`config.mk`:
```
export PLATFORM = sky130hd
export DESIGN_NAME = divider_result_collector
export DESIGN_NICKNAME = d
export VERILOG_FILES = /design/src/rtl/divider_result_collector_pkg.sv /design/src/rtl/divider_result_collector_fifo.sv /design/src/rtl/divider_result_collector.sv
export SDC_FILE = /design/constraint.sdc
export NUM_CORES = 1
export LEC_CHECK = 0
export CAP_MARGIN = 0
export CORE_MARGIN = 10
export CORE_UTILIZATION = 45
export CTS_CLUSTER_SIZE = 24
export DETAILED_ROUTE_END_ITERATION = 10
export GPL_TIMING_DRIVEN = 1
export MAX_ROUTING_LAYER = met4
export PLACE_DENSITY = 0.67
export SLEW_MARGIN = 30
export SYNTH_ARGS = -nofsm -noshare
export SYNTH_HDL_FRONTEND = slang
export SYNTH_SLANG_ARGS = --single-unit
export TNS_END_PERCENT = 1
```
`constraint.sdc`:
```
create_clock -name in_clk -period 5 [get_ports in_clk]
set_clock_uncertainty 0.15 [all_clocks]
set_input_delay 1.5 -clock in_clk [delete_from_list [all_inputs] [get_ports in_clk]]
set_output_delay 1.5 -clock in_clk [all_outputs]
set_load 0.03 [all_outputs]
```
`src/rtl/divider_result_collector_pkg.sv`:
```
// Shared widths and result types for the pipelined restoring divider.
// Imported by the result collector and by anything that consumes its results.
package divider_pkg;

  localparam int DEFAULT_DIVIDEND_WIDTH = 8;
  localparam int DEFAULT_DIVIDER_WIDTH  = 8;
  localparam int EXPAND_WIDTH           = 2 * DEFAULT_DIVIDEND_WIDTH;

  // Result as seen by the front end: quotient in the LSBs, flag on top.
  typedef struct packed {
    logic                              div_zero;
    logic [DEFAULT_DIVIDER_WIDTH-1:0]  remainder;
    logic [DEFAULT_DIVIDEND_WIDTH-1:0] quotient;
  } div_result_t;

  // One entry of the valid/flag delay line running beside the comparators.
  typedef struct packed {
    logic valid;
    logic div_zero;
  } tag_t;

endpackage

```
`src/rtl/divider_result_collector_fifo.sv`:
```
// First-word-fall-through result buffer with wrap-bit pointers and occupancy.
// Head data is read combinationally from registered storage and pointers.
module divider_result_fifo #(
  parameter int WIDTH = 17,
  parameter int DEPTH = 16
) (
  input  logic                   in_clk,
  input  logic                   in_rst_n,
  input  logic                   in_wr_en,
  input  logic [WIDTH-1:0]       in_wr_data,
  input  logic                   in_rd_en,
  output logic [WIDTH-1:0]       out_rd_data,
  output logic                   out_empty,
  output logic                   out_full,
  output logic [$clog2(DEPTH):0] out_count
);

  localparam int AW = $clog2(DEPTH);

  logic [WIDTH-1:0] mem [DEPTH];
  logic [AW:0]      wr_ptr_q;
  logic [AW:0]      rd_ptr_q;

  // NOTE: storage has no reset; the pointers alone define which entries are live.
  always_ff @(posedge in_clk) begin
    if (in_wr_en) begin
      mem[wr_ptr_q[AW-1:0]] <= in_wr_data;
    end
  end

  always_ff @(posedge in_clk or negedge in_rst_n) begin
    if (!in_rst_n) begin
      wr_ptr_q <= '0;
      rd_ptr_q <= '0;
    end else begin
      if (in_wr_en) begin
        wr_ptr_q <= wr_ptr_q + (AW+1)'(1);
      end
      if (in_rd_en) begin
        rd_ptr_q <= rd_ptr_q + (AW+1)'(1);
      end
    end
  end

  // Equal pointers mean empty; differing only in the wrap bit means full.
  assign out_empty   = (wr_ptr_q == rd_ptr_q);
  assign out_full    = (wr_ptr_q[AW] != rd_ptr_q[AW]) &&
                       (wr_ptr_q[AW-1:0] == rd_ptr_q[AW-1:0]);
  assign out_count   = wr_ptr_q - rd_ptr_q;
  assign out_rd_data = mem[rd_ptr_q[AW-1:0]];

endmodule

```
`src/rtl/divider_result_collector.sv`:
```
// Output stage of the pipelined restoring divider: tag delay line, result
// capture into a FWFT buffer, valid/ready output and issue credits.
module divider_result_collector
  import divider_pkg::*;
#(
  parameter int DIVIDEND_WIDTH = DEFAULT_DIVIDEND_WIDTH,
  parameter int DIVIDER_WIDTH  = DEFAULT_DIVIDER_WIDTH,
  parameter int PIPE_LATENCY   = 8,
  parameter int FIFO_DEPTH     = 16
) (
  input  logic                          in_clk,
  input  logic                          in_rst_n,
  input  logic                          in_issue,
  input  logic                          in_issue_div_zero,
  output logic                          out_issue_ready,
  input  logic [2*DIVIDEND_WIDTH-1:0]   in_final_dividend_expand,
  output logic                          out_valid,
  input  logic                          in_ready,
  output logic [DIVIDEND_WIDTH-1:0]     out_quotient,
  output logic [DIVIDER_WIDTH-1:0]      out_remainder,
  output logic                          out_div_zero,
  output logic [$clog2(FIFO_DEPTH):0]   out_fifo_count
);

  localparam int CNT_W = $clog2(FIFO_DEPTH) + 1;

  typedef struct packed {
    logic                      div_zero;
    logic [DIVIDER_WIDTH-1:0]  remainder;
    logic [DIVIDEND_WIDTH-1:0] quotient;
  } entry_t;

  tag_t             tag_q [PIPE_LATENCY];
  logic [CNT_W-1:0] credit_q;
  logic             issue_accept;
  logic             pop;
  logic             capture;
  logic             fifo_empty;
  logic             fifo_full;
  entry_t           wr_entry;
  entry_t           head_entry;

  // Credits cover both in-flight tags and buffered results, so a capture can
  // never find the buffer full while the pipeline is free-running.
  assign out_issue_ready = (credit_q != CNT_W'(FIFO_DEPTH));
  assign issue_accept    = in_issue && out_issue_ready;
  assign pop             = out_valid && in_ready;
  assign capture         = tag_q[PIPE_LATENCY-1].valid;

  // NOTE: every register stage uses <= so all stages shift on the same edge.
  always_ff @(posedge in_clk or negedge in_rst_n) begin
    if (!in_rst_n) begin
      for (int i = 0; i < PIPE_LATENCY; i++) begin
        tag_q[i] <= '0;
      end
    end else begin
      tag_q[0].valid    <= issue_accept;
      tag_q[0].div_zero <= in_issue_div_zero;
      for (int i = 1; i < PIPE_LATENCY; i++) begin
        tag_q[i] <= tag_q[i-1];
      end
    end
  end

  always_ff @(posedge in_clk or negedge in_rst_n) begin
    if (!in_rst_n) begin
      credit_q <= '0;
    end else begin
      case ({issue_accept, pop})
        2'b10:   credit_q <= credit_q + CNT_W'(1);
        2'b01:   credit_q <= credit_q - CNT_W'(1);
        default: credit_q <= credit_q;
      endcase
    end
  end

  // NOTE: defaults first so no path through this block can infer a latch.
  always_comb begin
    wr_entry           = '0;
    wr_entry.quotient  = in_final_dividend_expand[DIVIDEND_WIDTH-1:0];
    wr_entry.remainder = in_final_dividend_expand[DIVIDEND_WIDTH +: DIVIDER_WIDTH];
    wr_entry.div_zero  = tag_q[PIPE_LATENCY-1].div_zero;
  end

  divider_result_fifo #(
    .WIDTH ($bits(entry_t)),
    .DEPTH (FIFO_DEPTH)
  ) u_fifo (
    .in_clk      (in_clk),
    .in_rst_n    (in_rst_n),
    .in_wr_en    (capture),
    .in_wr_data  (wr_entry),
    .in_rd_en    (pop),
    .out_rd_data (head_entry),
    .out_empty   (fifo_empty),
    .out_full    (fifo_full),
    .out_count   (out_fifo_count)
  );

  // Unwritten storage is never shown: the head is masked whenever nothing is buffered.
  always_comb begin
    out_valid     = !fifo_empty;
    out_quotient  = '0;
    out_remainder = '0;
    out_div_zero  = 1'b0;
    if (out_valid) begin
      out_quotient  = head_entry.quotient;
      out_remainder = head_entry.remainder;
      out_div_zero  = head_entry.div_zero;
    end
  end

  // Full is only reachable once every credit has become a buffered result.
  logic unused_full;
  assign unused_full = fifo_full;

endmodule
```
==> results of run 1 <==
[state kept, by name (all words and copies together) (netlist names)]
name,count
capture,1
tag_q,15
u_fifo.wr_ptr_q,5
u_fifo.rd_ptr_q,5
u_fifo.mem,272
credit_q,5
[critical path, delay by kind of cell (launching register included)]
kind            cells  cell delay [ns]
mux                 2             0.90
buf+inv             2             0.65
flops               1             0.61
compound gates      2             0.25
[path summary, 6_finish.rpt]
kind / from / endpoint / slack, ns / cells after the start
worst max-delay path: u_fifo.rd_ptr_q[0] / out_quotient[5] / 0.36 / 6
worst min-delay path: tag_q[12] / tag_q[10] / 0.19 / 0
worst max register to register: u_fifo.rd_ptr_q[0] / credit_q[4] / 0.98 / 12
worst min register to register: tag_q[12] / tag_q[10] / 0.19 / 0
max in group asynchronous: in_rst_n / credit_q[1] / 3.39 / 2
min in group asynchronous: in_rst_n / tag_q[7] / 0.79 / 1
[per-layer routing]
layer	vias to the layer above	wire length (um)
met5	-	0
met4	0	537
met3	48	1550
met2	201	12400
met1	2993	10400
li1	2477	-
[cell usage in the layout, fill, tap and decap left out, drive strengths merged, types with 14 or more instances in the layout]
cell type,count
inv,16
dfrtp,31
clkdlybuf4s50,24
a21oi,19
buf,36
mux2i,16
clkbuf,38
o21ai,21
mux2,17
and2,16
nand2,14
mux4,68
edfxtp,272
[per-stage QoR]
step | hold slack (ns) | cell area, sq um
after floorplan | 0.181 | 12000
after global placement | 0.186 | 12900
after detailed placement | 0.186 | 12900
after CTS | 0.200 | 13900
after global routing | 0.214 | 13900
final | 0.195 | 13900
[logic make-up (layout without fill, tap and decap cells)]
logic type,after synthesis,after routing
flip-flops,303,303
multiplexers,101,101
AO/OA/AOI/OAI,50,50
AND/OR/NAND/NOR,48,48
buffers and inverters,41,132
adder cells (fa/ha/maj),15,15
XOR/XNOR,15,15
[cell type report]
class | count | area (sq um) | area share, %
well taps | 335 | 419 | 3.01
multi-input cells | 229 | 2850 | 20.5
inverters | 15 | 56.3 | 0.404
clock buffers | 38 | 802 | 5.75
clock inverters | 19 | 226 | 1.62
repair buffers | 60 | 633 | 4.54
flip-flops and latches | 303 | 8950 | 64.2
[power groups by stage]
stage               clock [mW]  sequential (mW)  combinational [mW]
floorplan                    0             3.19                2.23
global placement             0             3.25                3.39
detailed placement           0             3.27                3.44
CTS                       2.34             3.22                3.46
global route              2.45             3.24                3.65
finish                    2.31             3.21                3.42
==> flow_metrics.env, run 1 <==
export IMPL_holdBufCountCts=0
export IMPL_synthSimpleGateAreaFrac_pct=2.11
export IMPL_placed_cells=942
export IMPL_coreArea_sq_um=26200
export IMPL_rows=59
export IMPL_synth_compound_area_share_pct=2.32
export IMPL_clkSinkCount=303
export IMPL_synthXorXnorAreaFrac_pct=1.09
export IMPL_drtPass1Iterations=4
export IMPL_ant_nets=0
export IMPL_criticalPathCategory="reg2out"
export IMPL_wire_per_inst_um=24.9
export IMPL_drt_iter0_drc=485
export IMPL_hold_class="reg2reg"
export IMPL_synth_top_area_share_pct=67.9
export IMPL_synth_ff_type="edfxtp_1"
export IMPL_synthMuxAreaShare_pct=16.4
export IMPL_layout_setup_ws_ns=0.358
export IMPL_die_w_um=184
export IMPL_async_flop_share_pct=10.2
export IMPL_fill_cells=1962
export IMPL_grt_total_usage_pct=15.2
export IMPL_syn_nets=609
export IMPL_htree_levels=1
export IMPL_cts_buffer_depth=3
export IMPL_clk_pin_slew_ns=0.06
export IMPL_fin_util_pct=53.2
export IMPL_finalHoldViolCount=0
export IMPL_cp_max_fo=58
export IMPL_synth_seq_cells=303
export IMPL_syn2layout_area_growth_pct=15.8
export IMPL_drv_slew=0
export IMPL_numCtsBuffers=31
export IMPL_grt_max_degree=59
export IMPL_die_area_sq_um=33700
export IMPL_ys_top_cells_by_count="edfxtp_1 (272), mux4_2 (43), dfrtp_1 (31)"
export IMPL_slowest_stage="mux4_1"
export IMPL_max_freq_mhz=215
export IMPL_grt_overflow_total=0
export IMPL_cp_slowest_stage_delay_ns=0.63
export IMPL_min_period_ns=4.64
export IMPL_die_y_um=184
export IMPL_syn_avg_cell_area_sq_um=21.0
export IMPL_drc=0
export IMPL_grt_busiest_layer="met2"
export IMPL_yosysWarningCount=0
export IMPL_nets=676
export IMPL_routed_wl_mm=24.9
export IMPL_combPwrFrac_pct=38.3
export IMPL_synth_fa_ha_area_share_pct=1.68
export IMPL_crit_chain="buf_12 > mux4_1 > mux2_2 > o21ai_1 > a21oi_1 > buf_12"
export IMPL_use_met3_pct=2.25
export IMPL_hpwl_mm=14.2
export IMPL_p_leak_nw=4.78
export IMPL_grt_pass1_wl_mm=37.8
export IMPL_post_cts_resized=0
export IMPL_synth_most_common_cell="edfxtp_1"
export IMPL_grt_met2_usage_pct=24.7
export IMPL_initial_core_util_pct=45.9
export IMPL_netlist_instances=573
export IMPL_p_int_mw=6.00
export IMPL_cts_root_buf="clkbuf_16"
export IMPL_grt_met1_usage_pct=19.9
export IMPL_ys_top_cells_by_area="edfxtp_1 (68%), mux4_2 (8.0%), dfrtp_1 (6.4%), mux4_1 (5.5%), mux2_2 (1.6%)"
export IMPL_cts_tree="done"
export IMPL_max_slew_margin_rel_pct=56.4
export IMPL_n_antenna_cell=0
export IMPL_vdd_drop_max_mv=0.765
export IMPL_synthDistinctLibCells=39
export IMPL_crit_required_ns=3.35
export IMPL_p_sw_mw=2.95
export IMPL_yosysTopAreaCell="edfxtp_1"
export IMPL_syn_cell_area_sq_um=12000
export IMPL_switching_share_pct=33.0
export IMPL_finalSetupViolations=0
export IMPL_place_ws_ns=0.496
export IMPL_grt_setup_unrepaired="no"
export IMPL_power_density_nw_per_um2=642
export IMPL_viasPerCell=5.72
export IMPL_pwr_share_clk_pct=25.8
export IMPL_gp_congestion=0.811
export IMPL_critPathLaunchType="flip-flop"
export IMPL_instances_no_fill=999
export IMPL_timing_critical_path_mode_cell="buf_12"
export IMPL_drive_above_1_share_pct=23.0
export IMPL_antenna_found_initial=0
export IMPL_synth_enable_flop_cells=272
export IMPL_vias=5719
export IMPL_clk_latency_ns=0.54
export IMPL_postCtsSetupBuffers=0
export IMPL_power_total_mw=8.95
export IMPL_max_cap_violations=0
export IMPL_synth_top_family_by_area="multiplexers"
export IMPL_status="complete, no violations"
export IMPL_io_pins=45
export IMPL_ys_seq_area_share_pct=74.3
export IMPL_period_share_pct=92.8
export IMPL_arrival_ns=2.99
export IMPL_port_buffers=44
export IMPL_worst_slew_pin_slew_ns=0.654
export IMPL_tns_ns=0
export IMPL_critPathCaptureType="output pin"
export IMPL_power_frac_seq_pct=35.9
export IMPL_grt_pass1_vias=6165
Power figures use the tool's default switching activity.
==> run 2: changes to the inputs <==
--- a/config.mk
+++ b/config.mk
@@ -5,7 +5,6 @@
 export SDC_FILE = /design/constraint.sdc
 export NUM_CORES = 1
 export LEC_CHECK = 0
-export CAP_MARGIN = 0
 export CORE_MARGIN = 10
 export CORE_UTILIZATION = 45
 export CTS_CLUSTER_SIZE = 24
@@ -13,7 +12,7 @@
 export GPL_TIMING_DRIVEN = 1
 export MAX_ROUTING_LAYER = met4
 export PLACE_DENSITY = 0.67
-export SLEW_MARGIN = 30
+export SLEW_MARGIN = 20
 export SYNTH_ARGS = -nofsm -noshare
 export SYNTH_HDL_FRONTEND = slang
 export SYNTH_SLANG_ARGS = --single-unit
==> run 2 against run 1 <==
Effect of this change:
- sequential share of layout area grew 0.20 points
- highest routed layer unchanged
- critical path type unchanged
- largest power group unchanged
- critical path depth is the same
- die area stayed put
- clock power decreased by 4%
==> flow_metrics.env, run 2 (synthesized netlist as in run 1, its figures left out) <==
export IMPL_status="complete, no violations"
export IMPL_io_pins=45
export IMPL_cts_root_buf="clkbuf_16"
export IMPL_die_area_sq_um=33700
export IMPL_coreArea_sq_um=26200
export IMPL_grt_setup_unrepaired="no"
export IMPL_finalHoldViolCount=0
export IMPL_die_y_um=184
export IMPL_cts_buffer_depth=3
export IMPL_drt_iter0_drc=442
export IMPL_max_cap_violations=0
export IMPL_clk_latency_ns=0.54
export IMPL_port_buffers=44
export IMPL_critPathLaunchType="flip-flop"
export IMPL_cp_startpoint="u_fifo.rd_ptr_q[0]"
export IMPL_postCtsSetupBuffers=0
export IMPL_fin_util_pct=53.0
export IMPL_regToRegSetupSlack_ns=1.06
export IMPL_nets=675
export IMPL_crit_chain="buf_12 > mux4_1 > mux2_2 > o21ai_1 > a21oi_1 > buf_12"
export IMPL_clkSinkCount=303
export IMPL_hold_class="reg2reg"
export IMPL_clk_pin_slew_ns=0.06
export IMPL_slowest_stage="mux4_1"
export IMPL_drc=0
export IMPL_grt_pass1_wl_mm=37.5
export IMPL_worst_slew_pin_slew_ns=1.13
export IMPL_power_density_nw_per_um2=637
export IMPL_initial_core_util_pct=45.9
export IMPL_mostFrequentLayoutCell="edfxtp_1"
export IMPL_arrival_ns=3.02
export IMPL_hpwl_mm=14.2
export IMPL_htree_levels=1
export IMPL_n_antenna_cell=0
export IMPL_max_freq_mhz=214
export IMPL_tns_ns=0
export IMPL_post_cts_resized=0
export IMPL_gp_congestion=0.811
export IMPL_vias=5640
export IMPL_wire_per_inst_um=24.7
export IMPL_holdBufCountCts=0
export IMPL_rows=59
export IMPL_finalSetupViolations=0
export IMPL_cp_slowest_stage_delay_ns=0.63
export IMPL_criticalPathCategory="reg2out"
export IMPL_drv_slew=0
export IMPL_critPathCapture="out_quotient[5]"
export IMPL_critPathCaptureType="output pin"
export IMPL_grt_max_degree=59
export IMPL_routed_wl_mm=24.6
export IMPL_min_period_ns=4.67
export IMPL_crit_required_ns=3.35
export IMPL_largest_reg_flops=272
export IMPL_timing_critical_path_mode_cell="buf_12"
export IMPL_final_cell_mix="edfxtp_1 (272), mux4_2 (43), clkbuf_16 (31), dfrtp_1 (30)"
export IMPL_cts_tree="done"
export IMPL_p_leak_nw=4.77
export IMPL_drive_above_1_share_pct=23.0
export IMPL_grt_overflow_total=0
export IMPL_drtPass1Iterations=4
export IMPL_grt_total_usage_pct=15.0
export IMPL_numCtsBuffers=30
export IMPL_viasPerCell=5.66
export IMPL_cp_max_fo=58
export IMPL_syn2layout_area_growth_pct=15.4
export IMPL_timing_rr_end="credit_q[4]"
export IMPL_grt_pass1_vias=6059
export IMPL_ant_nets=0
export IMPL_rr_worst_depth=12
export IMPL_worstReg2RegStart="u_fifo.rd_ptr_q[0]"
export IMPL_die_w_um=184
export IMPL_vdd_drop_max_mv=0.995
export IMPL_max_slew_margin_rel_pct=24.7
export IMPL_antenna_found_initial=0
export IMPL_period_share_pct=93.4
-- run 2: cell types whose count changed in the layout (fill, tap and decap cells not counted), sizes merged --
cell	before	now
bufinv	5	3
clkinv	10	11
clkinvlp	3	2
inv	16	15
-- run 2: power by group --
group | total, mW | switching (mW) | internal (mW)
clock | 2.22 | 0.900 | 1.32
sequential | 3.21 | 0.150 | 3.06
combinational | 3.41 | 1.87 | 1.54
-- run 2: metal layers --
layer	track usage (%)	share of wire [%]	up-vias
met1	20.0	44	2977
met5	-	0	-
met4	3.15	1.6	0
met3	2.33	5.0	28
li1	-	-	2473
met2	24.2	50	162
-- run 2: stage by stage --
stage | hold WS [ns] | setup slack, ns | cell area (sq um) | cells | power (mW)
after floorplan | 0.181 | 0.530 | 12000 | 573 | 5.42
after global placement | 0.186 | 0.788 | 12900 | 942 | 6.64
after detailed placement | 0.187 | 0.537 | 12900 | 942 | 6.70
after CTS | 0.197 | 0.294 | 13900 | 996 | 8.94
after global routing | 0.210 | 0.197 | 13900 | 996 | 9.25
final | 0.193 | 0.332 | 13900 | 996 | 8.85
-- run 2: area by class of cell --
class                           instances  area [sq um]
Clock buffer                           38           832
Sequential cell                       303          8950
Inverter                               15          56.3
Clock inverter                         16           155
Fill cell                            1989         12300
Multi-Input combinational cell        229          2850
Tap cell                              335           419
Timing Repair Buffer                   60           633
-- run 2: worst min path at each step --
stage                    from        end  slack [ns]  cells after the start
finish              tag_q[12]  tag_q[10]        0.19                      0
global route         tag_q[5]   tag_q[3]        0.21                      0
CTS                  tag_q[5]   tag_q[3]        0.20                      0
detailed placement  tag_q[13]  tag_q[11]        0.19                      0
global placement     tag_q[7]   tag_q[5]        0.19                      0
floorplan            tag_q[3]    capture        0.18                      0
-- run 2: worst max-delay path, delay by kind of cell (launching register included) --
kind / cells / cell delay (ns)
muxes: 2 / 0.90
DFF: 1 / 0.61
buffers and inverters: 2 / 0.62
AOI/OAI and AO/OA: 2 / 0.25
==> run 3: changes to the inputs <==
--- a/config.mk
+++ b/config.mk
@@ -9,7 +9,7 @@
 export CORE_UTILIZATION = 45
 export CTS_CLUSTER_SIZE = 24
 export DETAILED_ROUTE_END_ITERATION = 10
-export GPL_TIMING_DRIVEN = 1
+export GPL_TIMING_DRIVEN = 0
 export MAX_ROUTING_LAYER = met4
 export PLACE_DENSITY = 0.67
 export SLEW_MARGIN = 20
==> run 3 against run 2 <==
Effect of this change:
- combinational power shrank 3%
- setup slack lost 0.23 ns
- via count grew 0.27%
- sequential power is essentially flat
- maximum frequency shrank 4.8%
- final area shrank 0.13%
- global-route usage shrank 0.48 points
- total power shrank 2.7%
- sequential share of layout area grew 0.054 points
- hold slack lost 0.0015 ns
- non-clock buffer count grew 12
- cell count grew 1.1%
- critical path type unchanged
- largest cell class unchanged
- largest power group unchanged
==> flow_metrics.env, run 3 (synthesized netlist as in run 1, its figures left out) <==
export IMPL_arrival_ns=3.25
export IMPL_vdd_drop_max_mv=0.577
export IMPL_port_buffers=44
export IMPL_layout_setup_ws_ns=0.0975
export IMPL_mostFrequentLayoutCell="edfxtp_1"
export IMPL_clk_latency_ns=0.54
export IMPL_power_total_mw=8.61
export IMPL_grt_overflow_total=0
export IMPL_routed_wl_mm=23.8
export IMPL_ff_latch_area_sq_um=8940
export IMPL_vias=5655
export IMPL_io_pins=45
export IMPL_power_density_nw_per_um2=620
export IMPL_grt_setup_unrepaired="yes"
export IMPL_nets=686
export IMPL_largest_reg_flops=272
export IMPL_antenna_found_initial=0
export IMPL_hold_class="reg2reg"
export IMPL_initial_core_util_pct=45.9
export IMPL_grt_pass1_vias=5876
export IMPL_finalSetupViolations=0
export IMPL_critPathLaunchType="flip-flop"
export IMPL_die_area_sq_um=33700
export IMPL_cts_root_buf="clkbuf_16"
export IMPL_p_leak_nw=4.75
export IMPL_syn2layout_area_growth_pct=15.3
export IMPL_htree_levels=1
export IMPL_crit_required_ns=3.35
export IMPL_wire_per_inst_um=23.6
export IMPL_period_share_pct=98.0
export IMPL_max_slew_margin_rel_pct=27.4
export IMPL_fin_hold_ws_ns=0.191
export IMPL_finalHoldViolCount=0
export IMPL_n_antenna_cell=0
export IMPL_die_w_um=184
export IMPL_grt_total_usage_pct=14.6
export IMPL_multi_input_area_sq_um=2860
export IMPL_criticalPathCategory="reg2out"
export IMPL_worst_slew_pin_slew_ns=1.09
export IMPL_cp_max_fo=10
export IMPL_min_period_ns=4.90
export IMPL_viasPerCell=5.62
export IMPL_clkSinkCount=303
export IMPL_max_freq_mhz=204
export IMPL_place_ws_ns=-0.337
export IMPL_drv_slew=0
export IMPL_grt_pass1_wl_mm=35.9
export IMPL_grt_max_degree=24
export IMPL_drt_iter0_drc=525
export IMPL_numCtsBuffers=29
export IMPL_fill_cells=1969
export IMPL_drtPass1Iterations=5
export IMPL_cts_tree="done"
export IMPL_drc=0
export IMPL_clk_pin_slew_ns=0.06
export IMPL_final_cell_mix="edfxtp_1 (272), mux4_2 (43), dfrtp_1 (31), clkbuf_16 (30)"
export IMPL_die_y_um=184
export IMPL_drive_above_1_share_pct=21.7
export IMPL_rows=59
export IMPL_cts_buffer_depth=3
export IMPL_critPathCaptureType="output pin"
export IMPL_max_cap_violations=0
export IMPL_tns_ns=0
export IMPL_coreArea_sq_um=26200
export IMPL_status="complete, no violations"
export IMPL_gp_congestion=0.856
export IMPL_hpwl_mm=15.2
export IMPL_ant_nets=0
-- run 3: worst max-delay path, cell delays in order (launching register included) --
cell and delay [ns]:
dfrtp_1 0.38, buf_6 0.15, buf_4 0.19, inv_6 0.14
buf_6 0.21, ha_1 0.28, and4_1 0.25, nand2_1 0.16
clkbuf_4 0.25, o21ai_1 0.10, a21oi_1 0.25, clkdlybuf4s15_2 0.35
-- run 3: final cells by class --
| class | instances | area share, % |
|---|---|---|
| multi-input cells | 229 | 20.6 |
| flip-flops and latches | 303 | 64.4 |
| plain buffers | 26 | 1.50 |
| clock inverters | 12 | 0.802 |
| repair buffers | 46 | 3.17 |
| clock buffers | 41 | 6.00 |
| inverters | 15 | 0.442 |
| well taps | 335 | 3.02 |
-- run 3: final timing paths --
check                              startpoint                 end  slack [ns]  cells past startpoint
max reg2reg                u_fifo.rd_ptr_q[3]         credit_q[4]        1.11                     15
min reg2reg                          tag_q[6]            tag_q[4]        0.19                      0
min                                  tag_q[6]            tag_q[4]        0.19                      0
min in group asynchronous            in_rst_n            tag_q[2]        0.68                      1
max                        u_fifo.rd_ptr_q[3]    out_remainder[3]         0.1                     11
max in group asynchronous            in_rst_n  u_fifo.rd_ptr_q[2]        3.60                      2
-- run 3: through the flow --
| step | std cells | cell area, sq um | utilization (%) |
|---|---|---|---|
| after detailed placement | 953 | 12900 | 49.3 |
| after floorplan | 573 | 12000 | - |
| after global routing | 1007 | 13900 | 53.0 |
| after CTS | 1006 | 13900 | 53.0 |
| final | 1007 | 13900 | 53.0 |
| after global placement | 952 | 12900 | 49.2 |
-- run 3: routing by layer --
layer	wire, um	GRT usage, %	share of wire [%]	vias to the layer above
li1	-	-	-	2493
met1	10100	19.0	43	2916
met2	11600	22.9	49	205
met3	1630	3.44	6.9	41
met4	441	3.18	1.9	0
met5	0	-	0	-
-- run 3: what timing repair did --
item                                    in CTS  in global routing
buffers inserted                             0                  0
resized for setup                           46                 21
hold buffers                                 0                  0
endpoints found under the hold margin        0                  0
endpoints found under the setup margin      19                 12
-- run 3: report_power, final --
| part | leakage, nW | internal (mW) | switching, mW | total [mW] |
|---|---|---|---|---|
| combinational | 1.46 | 1.38 | 1.91 | 3.30 |
| sequential | 2.82 | 3.06 | 0.121 | 3.18 |
| clock | 0.470 | 1.26 | 0.871 | 2.13 |
| total | 4.75 | 5.70 | 2.91 | 8.61 |
